### src/rtl/bcd_8421_conv_if.sv
// Bus between a numeric data source and the binary-to-BCD converter.
// The data source drives the binary value; the converter returns six BCD digits.
interface bcd_8421_conv_if;
    logic [19:0] data;
    logic [3:0]  unit;
    logic [3:0]  ten;
    logic [3:0]  hun;
    logic [3:0]  tho;
    logic [3:0]  t_tho;
    logic [3:0]  h_hun;

    // Data source side: drives the value, observes the digits.
    modport master (
        output data,
        input  unit, ten, hun, tho, t_tho, h_hun
    );

    // Converter side: samples the value, drives the digits.
    modport slave (
        input  data,
        output unit, ten, hun, tho, t_tho, h_hun
    );
endinterface

### src/rtl/bcd_8421_conv.sv
// Free-running 20-bit binary to 6-digit BCD (8421) converter using the
// shift-and-add-3 method. Each conversion takes 22 steps of two clocks
// (adjust phase, then shift phase); the digit outputs are registered and
// only change at the end of a conversion, so partial results never show.
module bcd_8421_conv (
    input  logic             sys_clk,
    input  logic             sys_rst_n,
    bcd_8421_conv_if.slave   bus
);

    localparam logic [4:0] LOAD_STEP  = 5'd0;
    localparam logic [4:0] LAST_SHIFT = 5'd20;
    localparam logic [4:0] LAST_STEP  = 5'd21;

    // Working register: {BCD field h_hun..unit, binary field}.
    logic        phase_q, phase_d;
    logic [4:0]  cnt_shift_q, cnt_shift_d;
    logic [43:0] work_q, work_d;
    logic [23:0] bcd_q, bcd_d;

    // One BCD nibble correction: values 5..15 get +3 so the next doubling
    // carries into the neighbouring decade.
    function automatic logic [3:0] adjust_nibble(input logic [3:0] nib);
        logic [3:0] res;
        if (nib > 4'd4) begin
            res = nib + 4'd3;
        end else begin
            res = nib;
        end
        return res;
    endfunction

    // Apply the nibble correction to all six decades independently.
    function automatic logic [23:0] adjust_field(input logic [23:0] field);
        logic [23:0] res;
        res = 24'd0;
        for (int i = 0; i < 6; i++) begin
            res[i*4 +: 4] = adjust_nibble(field[i*4 +: 4]);
        end
        return res;
    endfunction

    // Next-state logic for the phase flag, step counter, working register and digits.
    always_comb begin
        phase_d     = ~phase_q;
        cnt_shift_d = cnt_shift_q;
        work_d      = work_q;
        bcd_d       = bcd_q;

        // Step counter advances after each shift phase; any out-of-range
        // value (never reached in normal operation) falls back to step 0.
        if (phase_q) begin
            if (cnt_shift_q >= LAST_STEP) begin
                cnt_shift_d = LOAD_STEP;
            end else begin
                cnt_shift_d = cnt_shift_q + 5'd1;
            end
        end else begin
            cnt_shift_d = cnt_shift_q;
        end

        if (cnt_shift_q == LOAD_STEP) begin
            // Only point where the input is sampled.
            if (phase_q) begin
                work_d = {24'd0, bus.data};
            end else begin
                work_d = work_q;
            end
        end else if (cnt_shift_q <= LAST_SHIFT) begin
            // Adjust then shift; the top bit shifted out is dropped, which
            // makes values above 999,999 wrap modulo 10^6.
            if (phase_q) begin
                work_d = {work_q[42:0], 1'b0};
            end else begin
                work_d = {adjust_field(work_q[43:20]), work_q[19:0]};
            end
        end else begin
            // Final step: publish all six digits together.
            if (phase_q && (cnt_shift_q == LAST_STEP)) begin
                bcd_d = work_q[43:20];
            end else begin
                bcd_d = bcd_q;
            end
        end
    end

    // State and output registers with asynchronous active-low reset.
    always_ff @(posedge sys_clk or negedge sys_rst_n) begin
        if (!sys_rst_n) begin
            phase_q     <= 1'b0;
            cnt_shift_q <= 5'd0;
            work_q      <= 44'd0;
            bcd_q       <= 24'd0;
        end else begin
            phase_q     <= phase_d;
            cnt_shift_q <= cnt_shift_d;
            work_q      <= work_d;
            bcd_q       <= bcd_d;
        end
    end

    assign bus.h_hun = bcd_q[23:20];
    assign bus.t_tho = bcd_q[19:16];
    assign bus.hun   = bcd_q[15:12];
    assign bus.tho   = bcd_q[11:8];
    assign bus.ten   = bcd_q[7:4];
    assign bus.unit  = bcd_q[3:0];

endmodule

### src/flat_wrapper.sv
// flat-port wrapper written by rule: the top's interface ports become plain ports
module bcd_8421_conv_flat 
  (sys_clk, sys_rst_n, bus_data, bus_unit, bus_ten, bus_hun, bus_tho, bus_t_tho, bus_h_hun);
  bcd_8421_conv_if bus_i ();
  input  logic sys_clk;
  input  logic sys_rst_n;
  input wire logic [$bits(bus_i.data)-1:0] bus_data;
  output wire logic [$bits(bus_i.unit)-1:0] bus_unit;
  output wire logic [$bits(bus_i.ten)-1:0] bus_ten;
  output wire logic [$bits(bus_i.hun)-1:0] bus_hun;
  output wire logic [$bits(bus_i.tho)-1:0] bus_tho;
  output wire logic [$bits(bus_i.t_tho)-1:0] bus_t_tho;
  output wire logic [$bits(bus_i.h_hun)-1:0] bus_h_hun;
  assign bus_i.data = bus_data;
  assign bus_unit = bus_i.unit;
  assign bus_ten = bus_i.ten;
  assign bus_hun = bus_i.hun;
  assign bus_tho = bus_i.tho;
  assign bus_t_tho = bus_i.t_tho;
  assign bus_h_hun = bus_i.h_hun;
  bcd_8421_conv u_core (.sys_clk(sys_clk), .sys_rst_n(sys_rst_n), .bus(bus_i));
endmodule
### config.mk
export PLATFORM = sky130hd
export DESIGN_NAME = bcd_8421_conv_flat
export DESIGN_NICKNAME = d
export VERILOG_FILES = /design/src/rtl/bcd_8421_conv_if.sv /design/src/rtl/bcd_8421_conv.sv /design/src/flat_wrapper.sv
export SDC_FILE = /design/constraint.sdc
export NUM_CORES = 1
export LEC_CHECK = 0
export CAP_MARGIN = 10
export CELL_PAD_IN_SITES_DETAIL_PLACEMENT = 0
export CELL_PAD_IN_SITES_GLOBAL_PLACEMENT = 1
export CORE_ASPECT_RATIO = 0.7
export CORE_MARGIN = 2
export CORE_UTILIZATION = 40
export DETAILED_ROUTE_END_ITERATION = 8
export HOLD_SLACK_MARGIN = 0.05
export PLACE_DENSITY_LB_ADDON = 0.25
export SLEW_MARGIN = 5
export SYNTH_ARGS = -nofsm -noshare
export SYNTH_HDL_FRONTEND = slang
export SYNTH_SLANG_ARGS = --single-unit
export TNS_END_PERCENT = 30
### constraint.sdc
create_clock -name sys_clk -period 1.7 [get_ports sys_clk]
set_input_delay 0.51 -clock sys_clk [delete_from_list [all_inputs] [get_ports sys_clk]]
set_output_delay 0.51 -clock sys_clk [all_outputs]
set_load 0.005 [all_outputs]
==> Yosys cells after proc, flatten, opt, wreduce, memory -nomap -nowiden <==
Index checks and enable logic that the tools add are counted.
W data, S select, Z words.
{ "totals": {"ff_bits": 74, "wordCells": 58, "out_inout_bits": 24, "in_bits": 22} }
{ "classes": {"n_bitwise": 3, "muxes": 11, "reduce_logical": 17, "order_cmp": 8, "add_sub_neg": 7, "eq_ne": 2} }
{ "ops": {"columns": ["operator", "n"], "rows": [
  ["$mux W44", 4],
  ["$add A4 B2 Y4 const B", 6],
  ["$gt A4 B3 Y1 const B", 6],
  ["$mux W4", 6],
  ["$reduce_and A3 Y1", 7],
  ["$reduce_bool A2 Y1", 7],
  ["$add A5 B1 Y5 const B", 1],
  ["$eq A5 B5 Y1 const B", 1],
  ["$ge A5 B5 Y1 const B", 1],
  ["$le A5 B5 Y1 const B", 1],
  ["$logic_not A5 Y1", 1],
  ["$mux W5", 1],
  ["$not A1 Y1", 3],
  ["$ne A2 B1 Y1 const B", 1],
  ["$reduce_and A2 Y1", 1],
  ["$logic_and A1 B1 Y1", 1]
]} }

==> Depth between registers and ports, before layout <==
Gate-level depths: netlist (run 1).
{ "logic_depth": {"ltp_word": 5, "mapped_depth": 8, "depth_no_buf": 6} }

==> Worst setup path before layout (run 1) <==
Ideal clock, no wire load.
{ "synth_path": {"path_type": "reg-to-reg", "startpoint": "register u_core.cnt_shift_q[1]", "endpoint": "register u_core.work_q[42]", "arrival_ps": 1756, "path_slack_ps": -178, "setup_time_ps": 122, "path_stages_with_launch": 9, "period_less_slack_ps": 1878, "path_buffers": 2, "required_time_ps": 1578, "cell_sequence": "dfrtp_1 > inv_1 > ha_1 > or4b_4 > buf_6 > nor2_8 > buf_6 > nor3_1 > o2111a_1"} }
{ "synth_via": {"elab_chain_len": 3, "elab_cells_between_ends": 6, "cone_classes": "order compare (1); eq/ne (1); mux (1); reduce/logical (3)"} }
{ "synth_rtl": {"columns": ["item", "line_no", "text"], "rows": [
  ["from (decl)", "bcd_8421_conv.sv:17", "logic [4:0] cnt_shift_q, cnt_shift_d;"],
  ["from (signal assigned)", "bcd_8421_conv.sv:96", "cnt_shift_q <= cnt_shift_d;"],
  ["$le A5 B5 Y1 or $logic_not A5 Y1 (tied branches)", "bcd_8421_conv.sv:69, bcd_8421_conv.sv:62", null],
  ["$reduce_bool A2 Y1 (no line) or $ne A2 B1 Y1 (tied branches)", null, null],
  ["$reduce_and A3 Y1 (no line)", null, null],
  ["to (signal assigned)", "bcd_8421_conv.sv:97", "work_q <= work_d;"],
  ["to (decl)", "bcd_8421_conv.sv:18", "logic [43:0] work_q, work_d;"]
]} }
Parallel ways exist; a longest one is shown, timed or not.
A chain may end at the register's enable or synchronous reset.

==> Worst setup path after layout (run 1) <==
{ "layout_path": {"startpoint": "register u_core.cnt_shift_q[1]", "endpoint": "register u_core.work_q[33]"} }
Same word-level chain as after synthesis.

==> results of run 1 <==
## cells in the final DEF (no fill, tap or decap), types with 3 or more instances in the layout
cell type	Yosys	layout
nor3_1	8	6
or4_4	0	3
nor4_2	2	3
or4_1	6	3
a31oi_1	21	21
o211ai_1	9	9
nand2_1	31	30
nor2_4	0	3
nand4_1	6	6
o22ai_1	3	3
o21bai_1	6	6
nor2_1	18	16
dlymetal6s2s_1	0	13
o21ai_0	14	11
clkinv_2	0	4
inv_1	27	25
dlygate4sd2_1	0	11
nor4_1	8	6
o2111a_1	4	4
clkbuf_16	0	10
a211oi_1	7	5
mux2i_1	7	7
dfrtp_1	74	73
buf_12	0	10
buf_6	3	5
nand3_1	27	27
ha_1	15	14
o2111ai_1	6	6
or3_1	3	3
buf_4	0	50
mux2_2	27	27
clkdlybuf4s50_1	0	20
a21oi_1	34	33
## worst max-delay path, stage by stage, from the launching register on
cell      delay, ns
dfrtp_1        0.39
inv_2          0.08
ha_4           0.16
or4b_4         0.54
nor2_8         0.20
nor3_1         0.09
buf_4          0.15
o21bai_1       0.14
## where the power goes
| group | switching (uW) | total [uW] | internal, uW | leakage [uW] |
|---|---|---|---|---|
| clock | 727 | 1790 | 1060 | 0.000145 |
| sequential | 135 | 2190 | 2060 | 0.000931 |
| combinational | 254 | 827 | 573 | 0.00150 |
| total | 1120 | 4810 | 3690 | 0.00258 |
## how the worst max path moves through the flow
stage | from | slack [ns] | to
2_1_floorplan | u_core.cnt_shift_q[0] | -0.16 | u_core.work_q[42]
3_3_place_gp | u_core.cnt_shift_q[0] | -0.21 | u_core.work_q[15]
3_5_place_dp | u_core.cnt_shift_q[1] | -0.32 | u_core.work_q[18]
4_1_cts | u_core.cnt_shift_q[1] | -0.14 | u_core.work_q[23]
5_1_grt | u_core.cnt_shift_q[1] | -0.20 | u_core.work_q[33]
6_report | u_core.cnt_shift_q[1] | -0.13 | u_core.work_q[33]
## cell families (layout without fill, tap and decap cells)
group	count (synthesis)	count (layout)	share of synthesized area, %
DFF	74	74	45.59
muxes	34	34	9.211
and+or+nand+nor	118	119	15.40
AOI/OAI and AO/OA	117	117	18.82
adders and majority gates	15	15	4.621
buffers and inverters	60	153	6.346
## area by class of cell
class	count	area, um^2	share of cell area (%)
multi-input cells	285	2097	37.39
inverters	27	101.3	1.807
clock buffers	11	252.7	4.506
repair buffers	110	1116	19.90
clock inverters	5	28.78	0.5130
flip-flops and latches	74	1853	33.04
well taps	128	160.2	2.855
## metal layers
layer	track usage, %	share of wire, %	vias to the layer above
li1	-	-	1732
met1	28.48	49	1748
met2	31.10	45	99
met3	4.655	5.3	8
met4	6.333	0.85	0
met5	0	0	-
## cell usage after synthesis, types with 2 or more instances
cell type and number:
dfrtp_1 74, a21oi_1 34, nand2_1 31, inv_1 27, mux2_2 27, nand3_1 27, a31oi_1 21, nor2_1 18
ha_1 15, clkbuf_1 14, o21ai_0 14, o211ai_1 9, buf_1 8, buf_2 8, nor3_1 8, nor4_1 8
a211oi_1 7, mux2i_1 7, nand4_1 6, o2111ai_1 6, o21bai_1 6, or4_1 6, o2111a_1 4, a311oi_1 3
buf_6 3, o21a_1 3, o22ai_1 3, or3_1 3, a2111oi_0 2, and3_1 2, nor2b_1 2, nor4_2 2
o211a_1 2
## registers in the layout, summed over array words and instances, names as in the netlist
signal and cells:
u_core.work_q 44, u_core.bcd_q 24, u_core.cnt_shift_q 5, u_core.phase_q 1
## through the flow
stage          setup TNS, ns  utilization [%]  hold slack (ns)
2_1_floorplan         -1.652                -           0.2144
3_3_place_gp          -5.960            51.67           0.4478
3_5_place_dp          -7.522            51.67           0.4529
4_1_cts               -2.986            55.91          0.09206
5_1_grt               -5.445            57.25           0.1130
6_report              -2.841            57.25          0.08432
## timing repair
action | CTS | global route
endpoints found under the hold margin | 0 | 0
pin swaps | 10 | 4
setup endpoints to repair | 64 | 81
resized for setup | 29 | 26
setup buffers | 5 | 2
cloned | 1 | 1
hold buffers | 0 | 0
==> out/metrics.yaml, run 1 <==
synth_top_cell_by_area: "dfrtp_1"
min_path_type: "primary input to asynchronous set/reset pin"
violations: "setup timing"
fin_nets: 544
postSynthCellCount: 418
viasPerCell: 5.605
route.vias.total: 3587
design_area_um2: 5609
maxCapViolCount: 0
cts_root_buf: "clkbuf_16"
max_slew_margin_pct: 70.38
reg2reg_to: "u_core.work_q[33]"
globalRouteOverflowTotal: 0
clk_path_buf_depth: 2
fp.dieW_um: 124.4
placedCellCount: 615
clk_pin_slew_ns: 0.06
drt_iter0_markers: 257
yosys_warnings: 0
synth_fp_nets: 455
grt_use_total_pct: 20.13
hpwl_um: 7205
timing.fmax_mhz: 546.8
p_total_uw: 4806
path_class: "flip-flop to flip-flop"
drtAntennaViolNets: 0
drtPass1Iterations: 4
grt_pass1_wl_um: 17650
tightest_slew_ns: 0.4331
clkSinkCount: 74
layout_setup_ws_ns: -0.1290
die_area_um2: 10990
start_kind: "flip-flop"
period_minus_slack_ns: 1.829
regToRegSetupSlack_ns: -0.13
wl_per_cell_um: 16.76
io_buffers: 45
drive_gt1_share_pct: 26.95
end_kind: "flip-flop"
h-tree-depth: 3
fillers: 856
clock_skew_ns: 0.006960
cp_max_fo: 6
synth_seq_cells: 74
cts_buffers: 9
cts_tree: "yes"
core-area_um2: 9797
std_cell_rows: 30
rsz0062_at_grt: "true"
ir_drop_uv: 792.7
reg2reg_from: "u_core.cnt_shift_q[1]"
async_flop_share_pct: 100.0
grt_max_degree: 42
synth_ff_type: "dfrtp_1"
power_density_nw_per_um2: 856.9
preCtsSetupSlack_ns: -0.3190
syn_to_final_growth_pct: 38.11
ioPinCount: 46
p_leak_uw: 0.002578
n_antenna_cell: 0
synthTopCellsByArea: "dfrtp_1 (46%), mux2_2 (7.5%), ha_1 (4.6%)"
grt_pass1_vias: 3418
initial_core_util_pct: 41.46
arrival_ns: 2.09
drv_slew: 0
ys_seq_area_share_pct: 45.59
crit_required_ns: 1.96
yosysTopAreaCellShare_pct: 45.59
layoutNonFillerInstCount: 640
die_y_um: 88.31
drc_errors: 0
clock_latency_ns: 0.34
drt_wl_total_um: 10730
gp_congestion: 0.8028
placed_cell_area_um2: 5062
synth_edf_count: 0
synth_cell_types: 41
timing.final.crit_share_pct: 107.6
finalSetupViolCount: 42
syn_area_um2: 4061
grt_antenna_before_repair: 0
outcome: "complete, but fails checks"
syn_area_per_cell_um2: 9.716
ff2ff_path_depth: 7
hold_viol: 0
No activity file was read; power rests on OpenSTA's default activity.
==> run 2: changes to the inputs <==
--- a/config.mk
+++ b/config.mk
@@ -12,8 +12,8 @@
 export CORE_MARGIN = 2
 export CORE_UTILIZATION = 40
 export DETAILED_ROUTE_END_ITERATION = 8
-export HOLD_SLACK_MARGIN = 0.05
 export PLACE_DENSITY_LB_ADDON = 0.25
+export SKIP_LAST_GASP = 1
 export SLEW_MARGIN = 5
 export SYNTH_ARGS = -nofsm -noshare
 export SYNTH_HDL_FRONTEND = slang
==> out/metrics.yaml, run 2 (same netlist as run 1, synthesis figures left out) <==
clkSinkCount: 74  # unchanged
crit_required_ns: 1.91  # was 1.96 ns
wl_per_cell_um: 16.36  # was 16.76 um
gp_congestion: 0.8028  # unchanged
globalRouteOverflowTotal: 0  # unchanged
drv_slew: 0  # unchanged
drtPass1Iterations: 4  # unchanged
period_minus_slack_ns: 1.834  # was 1.829 ns
std_cell_rows: 30  # unchanged
design_area_um2: 5568  # was 5609 um^2
timing.fmax_mhz: 545.4  # was 546.8 MHz
io_buffers: 45  # unchanged
clock_latency_ns: 0.34  # about the same
grt_pass1_vias: 3420  # was 3418
core-area_um2: 9797  # unchanged
grt_antenna_before_repair: 0  # unchanged
tightest_slew_ns: 0.4361  # was 0.4331 ns
violations: "setup timing"  # unchanged
cts_root_buf: "clkbuf_16"  # unchanged
p_leak_uw: 0.002422  # was 0.002578 uW
outcome: "complete, but fails checks"  # unchanged
grt_max_degree: 42  # unchanged
drt_iter0_markers: 280  # was 257
preCtsSetupSlack_ns: -0.3190  # unchanged
hold_viol: 0  # unchanged
ioPinCount: 46  # unchanged
die_area_um2: 10990  # unchanged
top_register: "u_core.work_q"  # unchanged
fp.dieW_um: 124.4  # unchanged
fin_util_pct: 56.83  # was 57.25%
drive_gt1_share_pct: 27.10  # was 26.95%
die_y_um: 88.31  # unchanged
initial_core_util_pct: 41.46  # unchanged
start_kind: "flip-flop"  # unchanged
maxCapViolCount: 0  # unchanged
cts_tree: "yes"  # unchanged
holdBufCountCts: 0  # unchanged
drc_errors: 0  # unchanged
drt_wl_total_um: 10480  # was 10730 um
ir_drop_uv: 856.0  # was 792.7 uV
layoutNonFillerInstCount: 641  # was 640
fin_nets: 545  # was 544
clk_path_buf_depth: 2  # unchanged
placedCellCount: 615  # unchanged
layout_setup_ws_ns: -0.1336  # was -0.1290 ns
viasPerCell: 5.604  # was 5.605
min_path_type: "primary input to asynchronous set/reset pin"  # unchanged
final_common_cell: "dfrtp_1"  # unchanged
clk_pin_slew_ns: 0.06  # about the same
power_density_nw_per_um2: 889.2  # was 856.9 nW/um^2
route.vias.total: 3592  # was 3587
clock_skew_ns: 0.005644  # was 0.006960 ns
end_kind: "flip-flop"  # unchanged
largest_reg_flops: 44  # unchanged
layout_common_cells: "dfrtp_1 (73), buf_4 (54), clkdlybuf4s50_1 (44)"  # was dfrtp_1 (73), buf_4 (50), a21oi_1 (33)
syn_to_final_growth_pct: 37.09  # was 38.11%
tns_ns: -3.007  # was -2.841 ns
finalSetupViolCount: 45  # was 42
h-tree-depth: 3  # unchanged
cp_max_fo: 17  # was 6
drtAntennaViolNets: 0  # unchanged
max_slew_margin_pct: 70.18  # was 70.38%
arrival_ns: 2.04  # was 2.09 ns
placed_cell_area_um2: 5062  # unchanged
rsz0062_at_grt: "true"  # unchanged
hpwl_um: 7205  # unchanged
top_regs: "u_core.work_q x44, u_core.bcd_q x24, u_core.cnt_shift_q x5"  # unchanged
grt_use_total_pct: 20.08  # was 20.13%
n_antenna_cell: 0  # unchanged
cts_buffers: 9  # unchanged
path_class: "flip-flop to flip-flop"  # unchanged
grt_pass1_wl_um: 17620  # was 17650 um
timing.final.crit_share_pct: 107.9  # was 107.6%
## run 2: changes by cell type in the layout (fill, tap and decap cells not counted), sizes merged
cell,previous run,this run
dlygate4sd2,11,0
clkbuf,12,11
clkdlybuf4s50,20,44
buf,65,67
dlymetal6s2s,13,0
## run 2: metal layers
layer	GRT usage, %	wire length (um)	up-vias
li1	-	-	1732
met1	28.48	5234	1768
met2	30.80	4692	81
met3	4.655	443	11
met4	6.537	113	0
met5	0	0	-
## run 2: worst paths after layout
check | start | to | slack (ns) | depth (start not counted)
worst max register to register | u_core.cnt_shift_q[1] | u_core.work_q[23] | -0.13 | 6
worst max-delay path | u_core.cnt_shift_q[1] | u_core.work_q[23] | -0.13 | 6
worst min-delay path | sys_rst_n | u_core.bcd_q[8] | 0.09 | 1
max in group asynchronous | sys_rst_n | u_core.bcd_q[17] | 1.13 | 2
worst min register to register | u_core.bcd_q[5] | u_core.bcd_q[5] | 0.50 | 1
min in group sys_clk | u_core.bcd_q[5] | u_core.bcd_q[5] | 0.50 | 1
## run 2: area by class of cell
cell class              count  area [um^2]
repair buffers            111         1080
well taps                 128        160.2
fillers                   847         4229
flip-flops and latches     74         1853
inverters                  27        101.3
multi-input cells         285         2092
clock inverters             5        28.78
clock buffers              11        252.7
## run 2: worst max-delay path, cell delays in order (launching register included)
cell and delay, ns:
dfrtp_1 0.39, inv_2 0.09, ha_4 0.15, or4b_4 0.54, buf_6 0.20, a311oi_2 0.21, mux2i_1 0.12
## run 2: repair_timing
item | in CTS | in global routing
setup endpoints to repair | 64 | 93
pin swaps | 6 | 6
buffers inserted | 5 | 4
endpoints found under the hold margin | 0 | 0
cloned | 1 | 0
gates resized for setup | 13 | 14
## run 2: metrics by stage
step                      hold slack, ns  total power [uW]
after global routing              0.1130              5196
after floorplan                   0.2144              2508
after global placement            0.4478              3180
final                            0.08514              4951
after detailed placement          0.4529              3207
after CTS                        0.09206              5014
## run 2: power by group
| part | switching [uW] | internal (uW) |
|---|---|---|
| clock | 729 | 1060 |
| sequential | 146 | 2060 |
| combinational | 254 | 705 |
==> run 3: changes to the inputs <==
==> constraint.sdc (replaced) <==
create_clock -name sys_clk -period 1.7 [get_ports sys_clk]
set_input_delay 0.51 -clock sys_clk [delete_from_list [all_inputs] [get_ports sys_clk]]
set_output_delay 0.51 -clock sys_clk [all_outputs]
set_load 0.01 [all_outputs]
==> out/metrics.yaml, run 3 (same netlist as run 1, synthesis figures left out) <==
p_total_uw: 5066  # was 4951 uW
start_kind: "flip-flop"  # unchanged
clk_path_buf_depth: 2  # unchanged
h-tree-depth: 3  # unchanged
clock_latency_ns: 0.34  # about the same
initial_core_util_pct: 41.46  # unchanged
min_path_type: "primary input to asynchronous set/reset pin"  # unchanged
grt_max_degree: 42  # unchanged
drv_slew: 0  # unchanged
cts_buffers: 9  # unchanged
violations: "setup timing"  # unchanged
drc_errors: 0  # unchanged
largest_reg_flops: 44  # unchanged
top_regs: "u_core.work_q x44, u_core.bcd_q x24, u_core.cnt_shift_q x5"  # unchanged
register_area_um2: 1853  # unchanged
path_class: "flip-flop to flip-flop"  # unchanged
timing.final.crit_share_pct: 109.5  # was 107.9%
tns_ns: -3.791  # was -3.007 ns
hpwl_um: 7205  # unchanged
end_kind: "flip-flop"  # unchanged
arrival_ns: 2.11  # was 2.04 ns
die_area_um2: 10990  # unchanged
timing.fmax_mhz: 537.0  # was 545.4 MHz
p_leak_uw: 0.002443  # was 0.002422 uW
maxCapViolCount: 0  # unchanged
finalSetupViolCount: 79  # was 45
grt_antenna_before_repair: 0  # unchanged
fp.dieW_um: 124.4  # unchanged
drt_wl_total_um: 10670  # was 10480 um
clkSinkCount: 74  # unchanged
grt-busiest-layer: "met2"  # unchanged
outcome: "complete, but fails checks"  # unchanged
layout_common_cells: "dfrtp_1 (73), buf_4 (57), clkdlybuf4s50_1 (44)"  # was dfrtp_1 (73), buf_4 (54), clkdlybuf4s50_1 (44)
final_common_cell: "dfrtp_1"  # unchanged
wl_per_cell_um: 16.57  # was 16.36 um
met2_usage_pct: 31.05  # was 30.80%
multiInputGateArea_um2: 2090  # was 2092 um^2
core-area_um2: 9797  # unchanged
n_antenna_cell: 0  # unchanged
path_common_cell: "buf_4"
fillers: 849  # was 847
crit_required_ns: 1.95  # was 1.91 ns
globalRouteOverflowTotal: 0  # unchanged
ir_drop_uv: 887.7  # was 856.0 uV
syn_to_final_growth_pct: 37.92  # was 37.09%
die_y_um: 88.31  # unchanged
period_minus_slack_ns: 1.862  # was 1.834 ns
grt_use_total_pct: 20.28  # was 20.08%
gp_congestion: 0.8028  # unchanged
drive_gt1_share_pct: 27.33  # was 27.10%
drt_iter0_markers: 227  # was 280
grt_pass1_wl_um: 17770  # was 17620 um
tightest_slew_ns: 0.4397  # was 0.4361 ns
cts_root_buf: "clkbuf_16"  # unchanged
fin_nets: 548  # was 545
max_stage_delay_ns: 0.52  # was 0.54 ns
holdBufCountCts: 0  # unchanged
grtUsageMet1_pct: 28.75  # was 28.48%
cp_max_fo: 10  # was 17
preCtsSetupSlack_ns: -0.3190  # unchanged
layout_setup_ws_ns: -0.1622  # was -0.1336 ns
std_cell_rows: 30  # unchanged
rsz0062_at_grt: "true"  # unchanged
crit_slowest_cell: "or4b_4"  # unchanged
viasPerCell: 5.595  # was 5.604
grt_pass1_vias: 3450  # was 3420
io_buffers: 45  # unchanged
max_slew_margin_pct: 69.93  # was 70.18%
clock_skew_ns: 0.005782  # was 0.005644 ns
hold_viol: 0  # unchanged
drtAntennaViolNets: 0  # unchanged
use_met3_pct: 4.655  # unchanged
crit_path_cell_trace: "inv_2, ha_4, buf_4, nor4b_4, buf_4, buf_12, or4b_4, o211ai_1"  # was inv_2, ha_4, or4b_4, buf_6, a311oi_2, mux2i_1
clk_pin_slew_ns: 0.06  # about the same
ioPinCount: 46  # unchanged
drtPass1Iterations: 4  # unchanged
top_register: "u_core.work_q"  # unchanged
power_density_nw_per_um2: 904.4  # was 889.2 nW/um^2
route.vias.total: 3603  # was 3592
cts_tree: "yes"  # unchanged
[run 3: cell types whose count changed in the layout (fill, tap and decap cells not counted)]
cell,previous run,this run
buf_4,54,57
clkbuf_16,9,10
buf_6,3,2
nor2_2,1,0
nor2_1,16,17
[run 3: where the power goes]
group | internal [uW] | total, uW | switching, uW
sequential | 2060 | 2200 | 146
combinational | 711 | 1070 | 361
clock | 1060 | 1790 | 731
[run 3: final timing paths]
path                                  startpoint                end  slack, ns  cells after the start
max                        u_core.cnt_shift_q[1]  u_core.work_q[40]      -0.16                      8
min                                    sys_rst_n    u_core.bcd_q[8]       0.09                      1
max reg2reg                u_core.cnt_shift_q[1]  u_core.work_q[40]      -0.16                      8
min reg2reg                      u_core.bcd_q[5]    u_core.bcd_q[5]       0.50                      1
max in group asynchronous              sys_rst_n   u_core.bcd_q[17]       1.13                      2
min in group sys_clk             u_core.bcd_q[5]    u_core.bcd_q[5]       0.50                      1
[run 3: layer usage]
metal | wire length (um) | part of all wire [%]
met4 | 102 | 0.96
met1 | 5368 | 50
met3 | 393 | 3.7
met5 | 0 | 0
met2 | 4810 | 45
[run 3: layout make-up]
| class | instances | area share, % |
|---|---|---|
| multi-input cells | 285 | 37.30 |
| clock inverters | 5 | 0.5137 |
| repair buffers | 114 | 19.92 |
| clock buffers | 11 | 4.512 |
| flip-flops and latches | 74 | 33.08 |
| well taps | 128 | 2.859 |
| inverters | 27 | 1.809 |
[run 3: per-stage QoR]
| stage | hold slack, ns | area [um^2] | cells | utilization, % |
|---|---|---|---|---|
| 2_1_floorplan | 0.2144 | 4091 | 418 | - |
| 3_3_place_gp | 0.4478 | 5062 | 615 | 51.67 |
| 3_5_place_dp | 0.4529 | 5062 | 615 | 51.67 |
| 4_1_cts | 0.09206 | 5512 | 641 | 56.26 |
| 5_1_grt | 0.1130 | 5602 | 644 | 57.18 |
| 6_report | 0.08561 | 5602 | 644 | 57.18 |
[run 3: timing repair]
item                                   in CTS  in global routing
endpoints found under the hold margin       0                  0
setup endpoints to repair                  77                 93
cloned                                      1                  1
pin swaps                                   8                  4
gates resized for setup                    14                 11
buffers inserted                            9                  2
[run 3: worst max-delay path: cells and delay by family, from the launching register on]
| family | cells | cell delay, ns |
|---|---|---|
| buffers and inverters | 4 | 0.48 |
| adder cells (fa/ha/maj) | 1 | 0.17 |
| AO/OA/AOI/OAI | 1 | 0.11 |
| AND/OR/NAND/NOR | 2 | 0.64 |
| flip-flops | 1 | 0.36 |
